$ cat config.mk
export PLATFORM = sky130hd
export DESIGN_NAME = ysyx_23060208_lsu_flat
export DESIGN_NICKNAME = d
export VERILOG_FILES = /design/src/rtl/ysyx_23060208_lsu_if.sv /design/src/rtl/ysyx_23060208_lsu.sv /design/src/flat_wrapper.sv
export SDC_FILE = /design/constraint.sdc
export NUM_CORES = 1
export LEC_CHECK = 0
export ABC_AREA = 1
export CORE_MARGIN = 2
export CORE_UTILIZATION = 45
export CTS_CLUSTER_DIAMETER = 80
export DETAILED_ROUTE_END_ITERATION = 8
export PLACE_DENSITY = 0.81
export SLEW_MARGIN = 30
export SYNTH_ARGS = -nofsm -noshare
export SYNTH_HDL_FRONTEND = slang
export SYNTH_SLANG_ARGS = --single-unit
$ cat constraint.sdc
create_clock -name clk -period 1.9 [get_ports clk]
set_input_delay 0.19 -clock clk [delete_from_list [all_inputs] [get_ports clk]]
set_output_delay 0.19 -clock clk [all_outputs]
set_load 0.02 [all_outputs]
$ cat src/rtl/ysyx_23060208_lsu_if.sv
// AXI-lite bus bundle between the LSU (master) and the dsram arbiter port (slave).
interface ysyx_23060208_lsu_if;
  logic [31:0] awaddr;
  logic        awvalid;
  logic        awready;
  logic [31:0] wdata;
  logic [3:0]  wstrb;
  logic        wvalid;
  logic        wready;
  logic [1:0]  bresp;
  logic        bvalid;
  logic        bready;
  logic [31:0] araddr;
  logic        arvalid;
  logic        arready;
  logic [31:0] rdata;
  logic [1:0]  rresp;
  logic        rvalid;
  logic        rready;

  modport master (
    output awaddr, awvalid, input awready,
    output wdata, wstrb, wvalid, input wready,
    input  bresp, bvalid, output bready,
    output araddr, arvalid, input arready,
    input  rdata, rresp, rvalid, output rready
  );

  modport slave (
    input  awaddr, awvalid, output awready,
    input  wdata, wstrb, wvalid, output wready,
    output bresp, bvalid, input bready,
    input  araddr, arvalid, output arready,
    output rdata, rresp, rvalid, input rready
  );
endinterface

$ cat src/rtl/ysyx_23060208_lsu.sv
// Load/store unit: one EXU request -> one AXI-lite transaction -> one registered write-back result.
module ysyx_23060208_lsu #(
  parameter int DATA_WIDTH = 32,
  parameter int REG_WIDTH  = 5
) (
  input  logic                  clk,
  input  logic                  rst,
  input  logic                  req_valid,
  output logic                  req_ready,
  input  logic                  req_we,
  input  logic [DATA_WIDTH-1:0] req_addr,
  input  logic [DATA_WIDTH-1:0] req_wdata,
  input  logic [1:0]            req_size,
  input  logic                  req_unsigned,
  input  logic [REG_WIDTH-1:0]  req_rd,
  ysyx_23060208_lsu_if.master   bus,
  output logic                  wb_valid,
  input  logic                  wb_ready,
  output logic [REG_WIDTH-1:0]  wb_rd,
  output logic [DATA_WIDTH-1:0] wb_data,
  output logic                  wb_wen,
  output logic                  wb_err,
  output logic                  lsu_done
);

  localparam logic [2:0] S_IDLE   = 3'd0;
  localparam logic [2:0] S_RADDR  = 3'd1;
  localparam logic [2:0] S_RDATA  = 3'd2;
  localparam logic [2:0] S_WADDR  = 3'd3;
  localparam logic [2:0] S_WRESP  = 3'd4;
  localparam logic [2:0] S_RESULT = 3'd5;

  logic [2:0]            state;
  logic [1:0]            off_q;
  logic [1:0]            size_q;
  logic                  uns_q;
  logic                  aw_done;
  logic                  w_done;

  logic [DATA_WIDTH-1:0] awaddr_q;
  logic                  awvalid_q;
  logic [DATA_WIDTH-1:0] wdata_q;
  logic [3:0]            wstrb_q;
  logic                  wvalid_q;
  logic                  bready_q;
  logic [DATA_WIDTH-1:0] araddr_q;
  logic                  arvalid_q;
  logic                  rready_q;

  assign bus.awaddr  = awaddr_q;
  assign bus.awvalid = awvalid_q;
  assign bus.wdata   = wdata_q;
  assign bus.wstrb   = wstrb_q;
  assign bus.wvalid  = wvalid_q;
  assign bus.bready  = bready_q;
  assign bus.araddr  = araddr_q;
  assign bus.arvalid = arvalid_q;
  assign bus.rready  = rready_q;

  assign req_ready = (state == S_IDLE);

  logic                  misaligned;
  logic [DATA_WIDTH-1:0] store_data;
  logic [3:0]            store_strb;
  logic [DATA_WIDTH-1:0] shifted;
  logic [DATA_WIDTH-1:0] load_data;
  logic                  aw_fin;
  logic                  w_fin;

  always_comb begin
    misaligned = (req_size == 2'd1 && req_addr[0]) ||
                 (req_size[1] && req_addr[1:0] != 2'b00);
    case (req_size)
      2'd0: begin
        store_data = {4{req_wdata[7:0]}};
        store_strb = 4'b0001 << req_addr[1:0];
      end
      2'd1: begin
        store_data = {2{req_wdata[15:0]}};
        store_strb = 4'b0011 << req_addr[1:0];
      end
      default: begin
        store_data = req_wdata;
        store_strb = 4'b1111;
      end
    endcase
  end

  // Read data arrives lane-aligned; shift the addressed bytes down before extending.
  always_comb begin
    shifted = bus.rdata >> {off_q, 3'b000};
    case (size_q)
      2'd0:    load_data = {{24{~uns_q & shifted[7]}}, shifted[7:0]};
      2'd1:    load_data = {{16{~uns_q & shifted[15]}}, shifted[15:0]};
      default: load_data = shifted;
    endcase
  end

  // A channel counts as finished if it completed earlier or is handshaking this cycle.
  assign aw_fin = aw_done | (awvalid_q & bus.awready);
  assign w_fin  = w_done  | (wvalid_q  & bus.wready);

  always_ff @(posedge clk or negedge rst) begin
    if (!rst) begin
      state     <= S_IDLE;
      off_q     <= '0;
      size_q    <= '0;
      uns_q     <= 1'b0;
      aw_done   <= 1'b0;
      w_done    <= 1'b0;
      awaddr_q  <= '0;
      awvalid_q <= 1'b0;
      wdata_q   <= '0;
      wstrb_q   <= '0;
      wvalid_q  <= 1'b0;
      bready_q  <= 1'b0;
      araddr_q  <= '0;
      arvalid_q <= 1'b0;
      rready_q  <= 1'b0;
      wb_valid  <= 1'b0;
      wb_rd     <= '0;
      wb_data   <= '0;
      wb_wen    <= 1'b0;
      wb_err    <= 1'b0;
      lsu_done  <= 1'b0;
    end else begin
      lsu_done <= 1'b0;
      case (state)
        S_IDLE: begin
          if (req_valid) begin
            off_q  <= req_addr[1:0];
            size_q <= req_size;
            uns_q  <= req_unsigned;
            wb_rd  <= req_rd;
            if (misaligned) begin
              state    <= S_RESULT;
              wb_valid <= 1'b1;
              wb_err   <= 1'b1;
              wb_wen   <= 1'b0;
              wb_data  <= '0;
            end else if (req_we) begin
              state     <= S_WADDR;
              awaddr_q  <= req_addr;
              awvalid_q <= 1'b1;
              wdata_q   <= store_data;
              wstrb_q   <= store_strb;
              wvalid_q  <= 1'b1;
              aw_done   <= 1'b0;
              w_done    <= 1'b0;
            end else begin
              state     <= S_RADDR;
              araddr_q  <= req_addr;
              arvalid_q <= 1'b1;
            end
          end
        end
        S_RADDR: begin
          if (bus.arready) begin
            arvalid_q <= 1'b0;
            rready_q  <= 1'b1;
            state     <= S_RDATA;
          end
        end
        S_RDATA: begin
          if (bus.rvalid) begin
            rready_q <= 1'b0;
            lsu_done <= 1'b1;
            wb_valid <= 1'b1;
            state    <= S_RESULT;
            if (bus.rresp != 2'b00) begin
              wb_err  <= 1'b1;
              wb_wen  <= 1'b0;
              wb_data <= '0;
            end else begin
              wb_err  <= 1'b0;
              wb_wen  <= (wb_rd != '0);
              wb_data <= load_data;
            end
          end
        end
        S_WADDR: begin
          if (awvalid_q && bus.awready) begin
            awvalid_q <= 1'b0;
            aw_done   <= 1'b1;
          end
          if (wvalid_q && bus.wready) begin
            wvalid_q <= 1'b0;
            w_done   <= 1'b1;
          end
          if (aw_fin && w_fin) begin
            bready_q <= 1'b1;
            state    <= S_WRESP;
          end
        end
        S_WRESP: begin
          if (bus.bvalid) begin
            bready_q <= 1'b0;
            lsu_done <= 1'b1;
            wb_valid <= 1'b1;
            wb_wen   <= 1'b0;
            wb_data  <= '0;
            wb_err   <= (bus.bresp != 2'b00);
            state    <= S_RESULT;
          end
        end
        S_RESULT: begin
          if (wb_ready) begin
            wb_valid <= 1'b0;
            state    <= S_IDLE;
          end
        end
        default: state <= S_IDLE;
      endcase
    end
  end

endmodule

$ cat src/flat_wrapper.sv
// flat-port wrapper written by rule: the top's interface ports become plain ports
module ysyx_23060208_lsu_flat 
#(
  parameter int DATA_WIDTH = 32,
  parameter int REG_WIDTH  = 5
)
  (clk, rst, req_valid, req_ready, req_we, req_addr, req_wdata, req_size, req_unsigned, req_rd, wb_valid, wb_ready, wb_rd, wb_data, wb_wen, wb_err, lsu_done, bus_awaddr, bus_awvalid, bus_awready, bus_wdata, bus_wstrb, bus_wvalid, bus_wready, bus_bresp, bus_bvalid, bus_bready, bus_araddr, bus_arvalid, bus_arready, bus_rdata, bus_rresp, bus_rvalid, bus_rready);
  ysyx_23060208_lsu_if bus_i ();
  input  logic clk;
  input  logic rst;
  input  logic req_valid;
  output logic req_ready;
  input  logic req_we;
  input  logic [DATA_WIDTH-1:0] req_addr;
  input  logic [DATA_WIDTH-1:0] req_wdata;
  input  logic [1:0] req_size;
  input  logic req_unsigned;
  input  logic [REG_WIDTH-1:0] req_rd;
  output logic wb_valid;
  input  logic wb_ready;
  output logic [REG_WIDTH-1:0] wb_rd;
  output logic [DATA_WIDTH-1:0] wb_data;
  output logic wb_wen;
  output logic wb_err;
  output logic lsu_done;
  output wire logic [$bits(bus_i.awaddr)-1:0] bus_awaddr;
  output wire logic [$bits(bus_i.awvalid)-1:0] bus_awvalid;
  input wire logic [$bits(bus_i.awready)-1:0] bus_awready;
  output wire logic [$bits(bus_i.wdata)-1:0] bus_wdata;
  output wire logic [$bits(bus_i.wstrb)-1:0] bus_wstrb;
  output wire logic [$bits(bus_i.wvalid)-1:0] bus_wvalid;
  input wire logic [$bits(bus_i.wready)-1:0] bus_wready;
  input wire logic [$bits(bus_i.bresp)-1:0] bus_bresp;
  input wire logic [$bits(bus_i.bvalid)-1:0] bus_bvalid;
  output wire logic [$bits(bus_i.bready)-1:0] bus_bready;
  output wire logic [$bits(bus_i.araddr)-1:0] bus_araddr;
  output wire logic [$bits(bus_i.arvalid)-1:0] bus_arvalid;
  input wire logic [$bits(bus_i.arready)-1:0] bus_arready;
  input wire logic [$bits(bus_i.rdata)-1:0] bus_rdata;
  input wire logic [$bits(bus_i.rresp)-1:0] bus_rresp;
  input wire logic [$bits(bus_i.rvalid)-1:0] bus_rvalid;
  output wire logic [$bits(bus_i.rready)-1:0] bus_rready;
  assign bus_awaddr = bus_i.awaddr;
  assign bus_awvalid = bus_i.awvalid;
  assign bus_i.awready = bus_awready;
  assign bus_wdata = bus_i.wdata;
  assign bus_wstrb = bus_i.wstrb;
  assign bus_wvalid = bus_i.wvalid;
  assign bus_i.wready = bus_wready;
  assign bus_i.bresp = bus_bresp;
  assign bus_i.bvalid = bus_bvalid;
  assign bus_bready = bus_i.bready;
  assign bus_araddr = bus_i.araddr;
  assign bus_arvalid = bus_i.arvalid;
  assign bus_i.arready = bus_arready;
  assign bus_i.rdata = bus_rdata;
  assign bus_i.rresp = bus_rresp;
  assign bus_i.rvalid = bus_rvalid;
  assign bus_rready = bus_i.rready;
  ysyx_23060208_lsu #(.DATA_WIDTH(DATA_WIDTH), .REG_WIDTH(REG_WIDTH)) u_core (.clk(clk), .rst(rst), .req_valid(req_valid), .req_ready(req_ready), .req_we(req_we), .req_addr(req_addr), .req_wdata(req_wdata), .req_size(req_size), .req_unsigned(req_unsigned), .req_rd(req_rd), .bus(bus_i), .wb_valid(wb_valid), .wb_ready(wb_ready), .wb_rd(wb_rd), .wb_data(wb_data), .wb_wen(wb_wen), .wb_err(wb_err), .lsu_done(lsu_done));
endmodule
Word-level counts from Yosys, hierarchy flattened
Cells that the tools add are included.
- equality and inequality tests: 19
- shift-type cells: 3
- multiplexer cells: 61
- bitwise gates (word level): 9
- reductions and logical operators: 30
- operator list (cell ; number):
    2-to-1 mux 32 bit ; 5
    one-hot mux 32 bit (2 select lines) ; 2
    one-hot mux 32 bit (3 select lines) ; 1
    2-to-1 mux 1 bit ; 32
    right shift 32 x 5 -> 32 bit ; 1
    2-to-1 mux 3 bit ; 7
    AND reduction 5 bit ; 4
    one-hot mux 3 bit (6 select lines) ; 1
    one-hot mux 1 bit (2 select lines) ; 8
    inequality test 2 bit, second input constant ; 7
    nonzero test 2 bit ; 7
    AND reduction 6 bit ; 2
    inequality test 2 x 1 -> 1 bit, second input constant ; 5
    one-hot mux 4 bit (2 select lines) ; 1
    AND reduction 4 bit ; 2
    equality test 3 x 2 -> 1 bit, second input constant ; 2
    equality test 3 bit, second input constant ; 2
    one-hot mux 1 bit (3 select lines) ; 2
    AND reduction 3 bit ; 2
    logical AND 1 bit ; 5
    nonzero test 5 bit ; 1
    AND 1 bit ; 4
    equality test 2 x 1 -> 1 bit, second input constant ; 2
    zero test 2 bit ; 2
    other kinds (12) ; 15
- register bits after elaboration: 156
- input bits: 118
- output and inout port bits: 147
- logic and storage cells: 143

Depth between registers and ports, before layout
Gate-level depths: netlist (run 1).
- depth in word-level cells: 6
- mapped depth: 12
- gate-level depth less buffers: 10

Least setup slack after synthesis (run 1)
OpenSTA, ideal clock, no wires.
- path type: register -> register
- from: reg u_core.state[2]
- to: reg u_core.wb_data[27]
- library setup time: 0.116 ns
- arrival: 1.459 ns
- required time: 1.784 ns
- path slack: 0.325 ns
- stages on the path, launching flop included: 10
- path buffers: 1
- period minus slack after synthesis: 1.575 ns
- cell sequence: dfrtp_1 > nor2_4 > nand2_2 > inv_2 > nand3_1 > nand2_2 > buf_2 > nor2_1 > nand2_1 > nand2_1
- word-level cells in the longest chain between the ends: 3
- elaborated cells on any way between the ends: 10
- classes of those cells: eq/ne: 6; mux: 1; reduce/logical: 3
- ends and longest elaborated chain (item ; RTL line ; source):
    from (decl) ; ysyx_23060208_lsu.sv:33 ; logic [2:0] state;
    from (signal assigned) ; ysyx_23060208_lsu.sv:105 ; state <= S_IDLE;
    from (signal assigned) ; ysyx_23060208_lsu.sv:136 ; state <= S_RESULT;
    from (signal assigned) ; ysyx_23060208_lsu.sv:142 ; state <= S_WADDR;
    zero test 3 bit (*) ; - ;
    net req_ready ; flat_wrapper.sv:12 ; output logic req_ready;
    inequality test 2 x 1 -> 1 bit (no line) (tied with other cells) ; - ;
    AND reduction 5 bit (no line) ; - ;
    to (signal assigned) ; ysyx_23060208_lsu.sv:177 ; wb_data <= load_data;
    to (decl) ; ysyx_23060208_lsu.sv:20 ; output logic [DATA_WIDTH-1:0] wb_data,
The timed path passes the listed nets; every way through them passes the cells marked *.
A chain may end at the register's enable or synchronous reset.

Worst setup path after layout (run 1)
- from: reg u_core.state[0]
- to: out req_ready
- word-level cells in the longest chain between the ends: 1
- ends and longest elaborated chain (item ; RTL line ; source):
    zero test 3 bit ; ysyx_23060208_lsu.sv:60 ; assign req_ready = (state == S_IDLE);
    to (decl) ; flat_wrapper.sv:12 ;
No other way between the ends.

==> flow_summary.toml, run 1 <==
[run_status]
outcome = "finished clean"

[critical_path]
critPathLaunchType = "flip-flop"
cp-end-kind = "primary output"
cp.required_ps = 1710
worstSetupPathType = "flip-flop to primary output"
worstPathArrival_ps = 1610
cp_max_fo = 7

[global_route]
met2_usage = 0.432
grt_usage = 0.262
grt_max_degree = 66
top_usage_layer = "met2"
grt_pass1_vias = 6914
grt_pass1_wl_mm = 34.4
use_met1 = 0.327
grt.overflow.total = 0
grt_use_met3 = 0.0790
grt_antenna_before_repair = 0

[synthesis]
syn_avg_cell_area_um2 = 7.77
synth_commonest_cells = "415 x nand2_1, 156 x dfrtp_1, 100 x o21ai_0"
synth_cell_types = 28
synth_seq_cells = 156
synth_cells = 931
synth_top_area_share = 0.540
synth_edf_count = 0
synth_top_flop_cell = "dfrtp_1"
yosysWarningCount = 0
synthTopCellsByArea = "dfrtp_1 54%, nand2_1 22%, o21ai_0 6.9%, inv_1 3.3%, nand3_1 2.1%"
seq_area_frac_synth = 0.540
synthMostInstantiatedCell = "nand2_1"
async_flop_share = 1.00
synth_nets = 1049
syn_area_mm2 = 0.00723
synth_largest_area_cell = "dfrtp_1"

[floorplanning]
start_util = 0.459
die_x_um = 131
die_h_um = 131
rows = 46
dieArea_mm2 = 0.0171
core_area_mm2 = 0.0158
ios = 265

[job]
maxCapViolCount = 0

[clocking]
cts_made_buffers = 17
clk_latency_ps = 420
h-tree-depth = 4
cts_tree = "done"
cts_root_buffer = "clkbuf_16"
clk_pin_slew_ps = 60
clock_sinks = 156
clockBufferDepth = 2

[detailed_routing]
post_drt_wl_per_cell_um = 15.5
ant_nets = 0
drc = 0
dr_total_vias = 7118
viasPerCell = 4.97
drt_pass1_iterations = 5
drt_wl_total_mm = 22.1
initialDrtViolationCount = 689

[power_and_ir_drop]
sequentialPowerShare = 0.321
p_clk_frac = 0.192
switching_share = 0.412
p_leak_nw = 5.28
vdd_ir_drop_max_mv = 1.07
p_per_area_mw_per_mm2 = 1570
pwr-share-comb = 0.487
p_sw_mw = 7.00
intPower_mw = 10.0

[cells_and_area]
nets = 1320
postLayoutCoreUtil = 0.685
fillers = 1295
area_delta_synth_final_pct = 49.4
fin_area_mm2 = 0.0108
drive_gt1_frac = 0.0716
n_antenna_cell = 0
instances_no_fill = 1431

[placed_design]
dp_cells = 1397
detailed_place.area_mm2 = 0.0102
hpwl_mm = 16.0
place_congestion = 0.860
port_buffers = 264

[sta]
finalSetupViolations = 0
tightest_slew_ps = 592
rsz0062_at_grt = "no"
period_needed_ps = 1800
slew_viol_final = 0
fmax_ghz = 0.554
finalCritPeriodShare = 0.950
fin_setup_tns_ps = 0
hold_viol = 0
finalClockSkew_ps = 9.73
max-slew-margin-rel = 0.605

[hold_path]
hold_class = "primary input to flip-flop"
cells in the final DEF (no fill, tap or decap), drive strengths merged:
cell type      Yosys  layout
o21ai            123     123
o22ai              1       1
or2                1       1
nand2            420     420
inv               69      75
bufinv             0       1
dfrtp            156     156
nor3               7       7
clkdlybuf4s50      0     262
o31ai              1       1
dlygate4sd3        0       1
a21oi             20      20
dlygate4sd2        0       1
buf               29      34
clkinv             1       5
nor2              41      41
nand4              3       3
a22oi              1       1
nand3             34      34
a31oi              7       7
clkinvlp           0       3
clkbuf            17      18
layout make-up:
cell class                 instances  area, um^2  area share
clock buffer                      18         429      0.0397
clock inverter                    14         135      0.0125
inverter                          70         268      0.0248
multi-input combinational        659        2810       0.260
sequential                       156        3910       0.361
tap                              216         270      0.0250
timing repair buffer             298        2990       0.277
worst paths after layout:
kind / startpoint / to / slack (ps) / cells past startpoint
max in group asynchronous: rst / u_core.off_q[1]$_DFFE_PN0P_ / 890 / 3
worst max register to register: u_core.state[2]$_DFFE_PN0P_ / u_core.wb_data[24]$_DFFE_PN0P_ / 220 / 11
worst min register to register: u_core.w_done$_DFFE_PN0P_ / u_core.w_done$_DFFE_PN0P_ / 470 / 2
worst min-delay path: req_rd[0] / u_core.wb_rd[0]$_DFFE_PN0P_ / 320 / 3
min in group asynchronous: rst / u_core.wb_valid$_DFFE_PN0P_ / 340 / 2
worst max-delay path: u_core.state[0]$_DFFE_PN0P_ / req_ready / 100 / 4
flip-flops by register name, summed over array words and instances, names as in the netlist, 2 cells and up:
name	count
u_core.bus.araddr	32
u_core.bus.awaddr	32
u_core.bus.wdata	32
u_core.wb_data	32
u_core.wb_rd	5
u_core.bus.wstrb	4
u_core.state	3
u_core.off_q	2
u_core.size_q	2
worst max-delay path, stage by stage, from the launching register on:
cell           delay [ps]
dfrtp_1               470
nor2_4                170
nand2_2               100
inv_2                  90
dlygate4sd2_1         370
power groups by stage:
stage / logic [mW] / registers (mW) / clock network (mW)
floorplan: 2.92 / 6.84 / 0
global placement: 8.13 / 5.43 / 0
detailed placement: 8.27 / 5.44 / 0
CTS: 8.32 / 5.44 / 3.32
global route: 9.03 / 5.61 / 3.47
finish: 8.29 / 5.45 / 3.27
kinds of logic (layout without fill, tap and decap cells):
| kind of cell | Yosys count | count (layout) | share of synthesized area |
|---|---|---|---|
| flip-flops | 156 | 156 | 0.540 |
| AND/OR/NAND/NOR | 506 | 506 | 0.279 |
| AO/OA/AOI/OAI | 153 | 153 | 0.108 |
| buffers and inverters | 116 | 400 | 0.0727 |
timing repair:
item,in CTS,in global routing
hold endpoints to repair,58,0
hold buffers,1,0
resized for setup,1,4
buffers inserted,0,1
setup endpoints to repair,1,18
pin swaps,0,1
per-layer routing:
metal / wire length [um] / part of all wire / up-vias
li1: - / - / 3463
met1: 8860 / 0.40 / 3324
met2: 10900 / 0.49 / 287
met3: 1880 / 0.085 / 44
met4: 515 / 0.023 / 0
met5: 0 / 0 / -
per-stage QoR:
stage	power (mW)	hold slack (ps)	setup slack [ps]
2_1_floorplan	9.76	-106	325
3_5_place_dp	13.7	225	36.7
6_report	17.0	319	95.6
4_1_cts	17.1	312	89.6
5_1_grt	18.1	320	22.1
3_3_place_gp	13.6	217	63.9
(Power assumes the default switching activity.)
==> inputs of run 2 (changes only) <==
--- a/config.mk
+++ b/config.mk
@@ -6,10 +6,11 @@
 export NUM_CORES = 1
 export LEC_CHECK = 0
 export ABC_AREA = 1
-export CORE_MARGIN = 2
+export CORE_MARGIN = 1.5
 export CORE_UTILIZATION = 45
 export CTS_CLUSTER_DIAMETER = 80
 export DETAILED_ROUTE_END_ITERATION = 8
+export GPL_ROUTABILITY_DRIVEN = 0
 export PLACE_DENSITY = 0.81
 export SLEW_MARGIN = 30
 export SYNTH_ARGS = -nofsm -noshare
==> run 2 against run 1 <==
Compared with the run above: die area down 1.5%; combinational power is 1% higher; via count is 0.76% higher; critical path depth unchanged; utilization increased by 0.25 points; largest cell class unchanged; highest routed layer unchanged.
==> flow_summary.toml, run 2 (same netlist as run 1, synthesis figures left out) <==
[critical_path]
crit_path_cell_trace = "nor2_4, nand2_2, inv_2, dlygate4sd2_1"
cp_slowest_cell = "dfrtp_1"
worstPathArrival_ps = 1580
cp.required_ps = 1710
cp-end-kind = "primary output"
cp_max_fo = 4
worstSetupPathType = "flip-flop to primary output"
cpPeakStageDelay_ps = 420
critPathLaunchType = "flip-flop"

[sta]
finalClockSkew_ps = 10.5
finalCritPeriodShare = 0.930
fmax_ghz = 0.566
tightest_slew_ps = 595
slew_viol_final = 0
hold_slack_ps = 252
max-slew-margin-rel = 0.602
period_needed_ps = 1770
fin_setup_tns_ps = 0
finalSetupViolations = 0
hold_viol = 0
rsz0062_at_grt = "no"
setup_ws_ps = 133

[cells_and_area]
n_antenna_cell = 0
drive_gt1_frac = 0.0738
mostFrequentLayoutCell = "nand2_1"
final_cell_mix = "415 x nand2_1, 262 x clkdlybuf4s50_1, 156 x dfrtp_1"
area_delta_synth_final_pct = 50.0
nets = 1325
postLayoutCoreUtil = 0.688
fin_area_mm2 = 0.0108
instances_no_fill = 1435

[placed_design]
detailed_place.area_mm2 = 0.0103
dp_slack_ps = -63.1
hpwl_mm = 15.9
dp_cells = 1402
port_buffers = 264

[floorplanning]
start_util = 0.459
die_h_um = 130
core_area_mm2 = 0.0158
dieArea_mm2 = 0.0168
die_x_um = 130
ios = 265
rows = 46

[detailed_routing]
drt_pass1_iterations = 6
viasPerCell = 5.00
drt_wl_total_mm = 21.8
dr_total_vias = 7172
ant_nets = 0
drc = 0
post_drt_wl_per_cell_um = 15.2
initialDrtViolationCount = 602

[clocking]
clk_latency_ps = 430
clk_pin_slew_ps = 60
h-tree-depth = 4
clock_sinks = 156
cts_root_buffer = "clkbuf_16"
clockBufferDepth = 2
cts_tree = "done"
cts_made_buffers = 17

[global_route]
grt_usage = 0.265
grt_max_degree = 66
grt_antenna_before_repair = 0
grt_pass1_vias = 6790
grt_pass1_wl_mm = 34.6
grt.overflow.total = 0

[job]
maxCapViolCount = 0

[power_and_ir_drop]
p_per_area_mw_per_mm2 = 1570
vdd_ir_drop_max_mv = 0.895
p_leak_nw = 5.31
power.total_mw = 17.1

[hold_path]
hold_class = "primary input to async pin"

[run_status]
outcome = "finished clean"
run 2: metal layers:
layer | vias to the layer above | routed length [um] | GRT usage
met4 | 0 | 496 | 0.101
met2 | 313 | 10400 | 0.434
met1 | 3340 | 9180 | 0.342
met5 | - | 0 | 0
li1 | 3481 | - | -
met3 | 38 | 1730 | 0.0672
run 2: layout make-up:
type / instances / area, um^2
inverter: 70 / 265
timing repair buffer: 303 / 3040
clock buffer: 19 / 443
fill: 1286 / 4930
sequential: 156 / 3900
tap: 216 / 270
multi-input combinational: 659 / 2810
clock inverter: 12 / 115
run 2: critical path: cells and delay by family (launching register included):
kind          cells  cell delay [ps]
simple gates      2              270
flops             1              420
buf+inv           2              470
run 2: final timing paths:
kind	from	slack, ps	endpoint	cells past startpoint
worst min-delay path	rst	250	u_core.bus.araddr[9]$_DFFE_PN0P_	2
worst max register to register	u_core.state[2]$_DFFE_PN0P_	210	u_core.wb_data[3]$_DFFE_PN0P_	11
worst min register to register	u_core.wb_data[1]$_DFFE_PN0P_	480	u_core.wb_data[1]$_DFFE_PN0P_	2
max in group asynchronous	rst	910	u_core.bus.awaddr[23]$_DFFE_PN0P_	3
min in group clk	req_addr[30]	320	u_core.bus.araddr[30]$_DFFE_PN0P_	3
worst max-delay path	u_core.state[2]$_DFFE_PN0P_	130	req_ready	4
run 2: where the power goes:
group | switching [mW] | internal (mW) | total [mW] | leakage [nW]
clock network | 1.42 | 1.84 | 3.26 | 0.266
registers | 0.787 | 4.62 | 5.40 | 2.01
logic | 4.75 | 3.65 | 8.40 | 3.04
total | 6.96 | 10.1 | 17.1 | 5.31
run 2: timing repair:
item,4_1_cts,5_1_grt
hold endpoints to repair,40,0
setup endpoints to repair,1,15
hold buffers,1,0
setup buffers,0,1
gates resized for setup,1,0
pin swaps,0,1
cloned,0,0
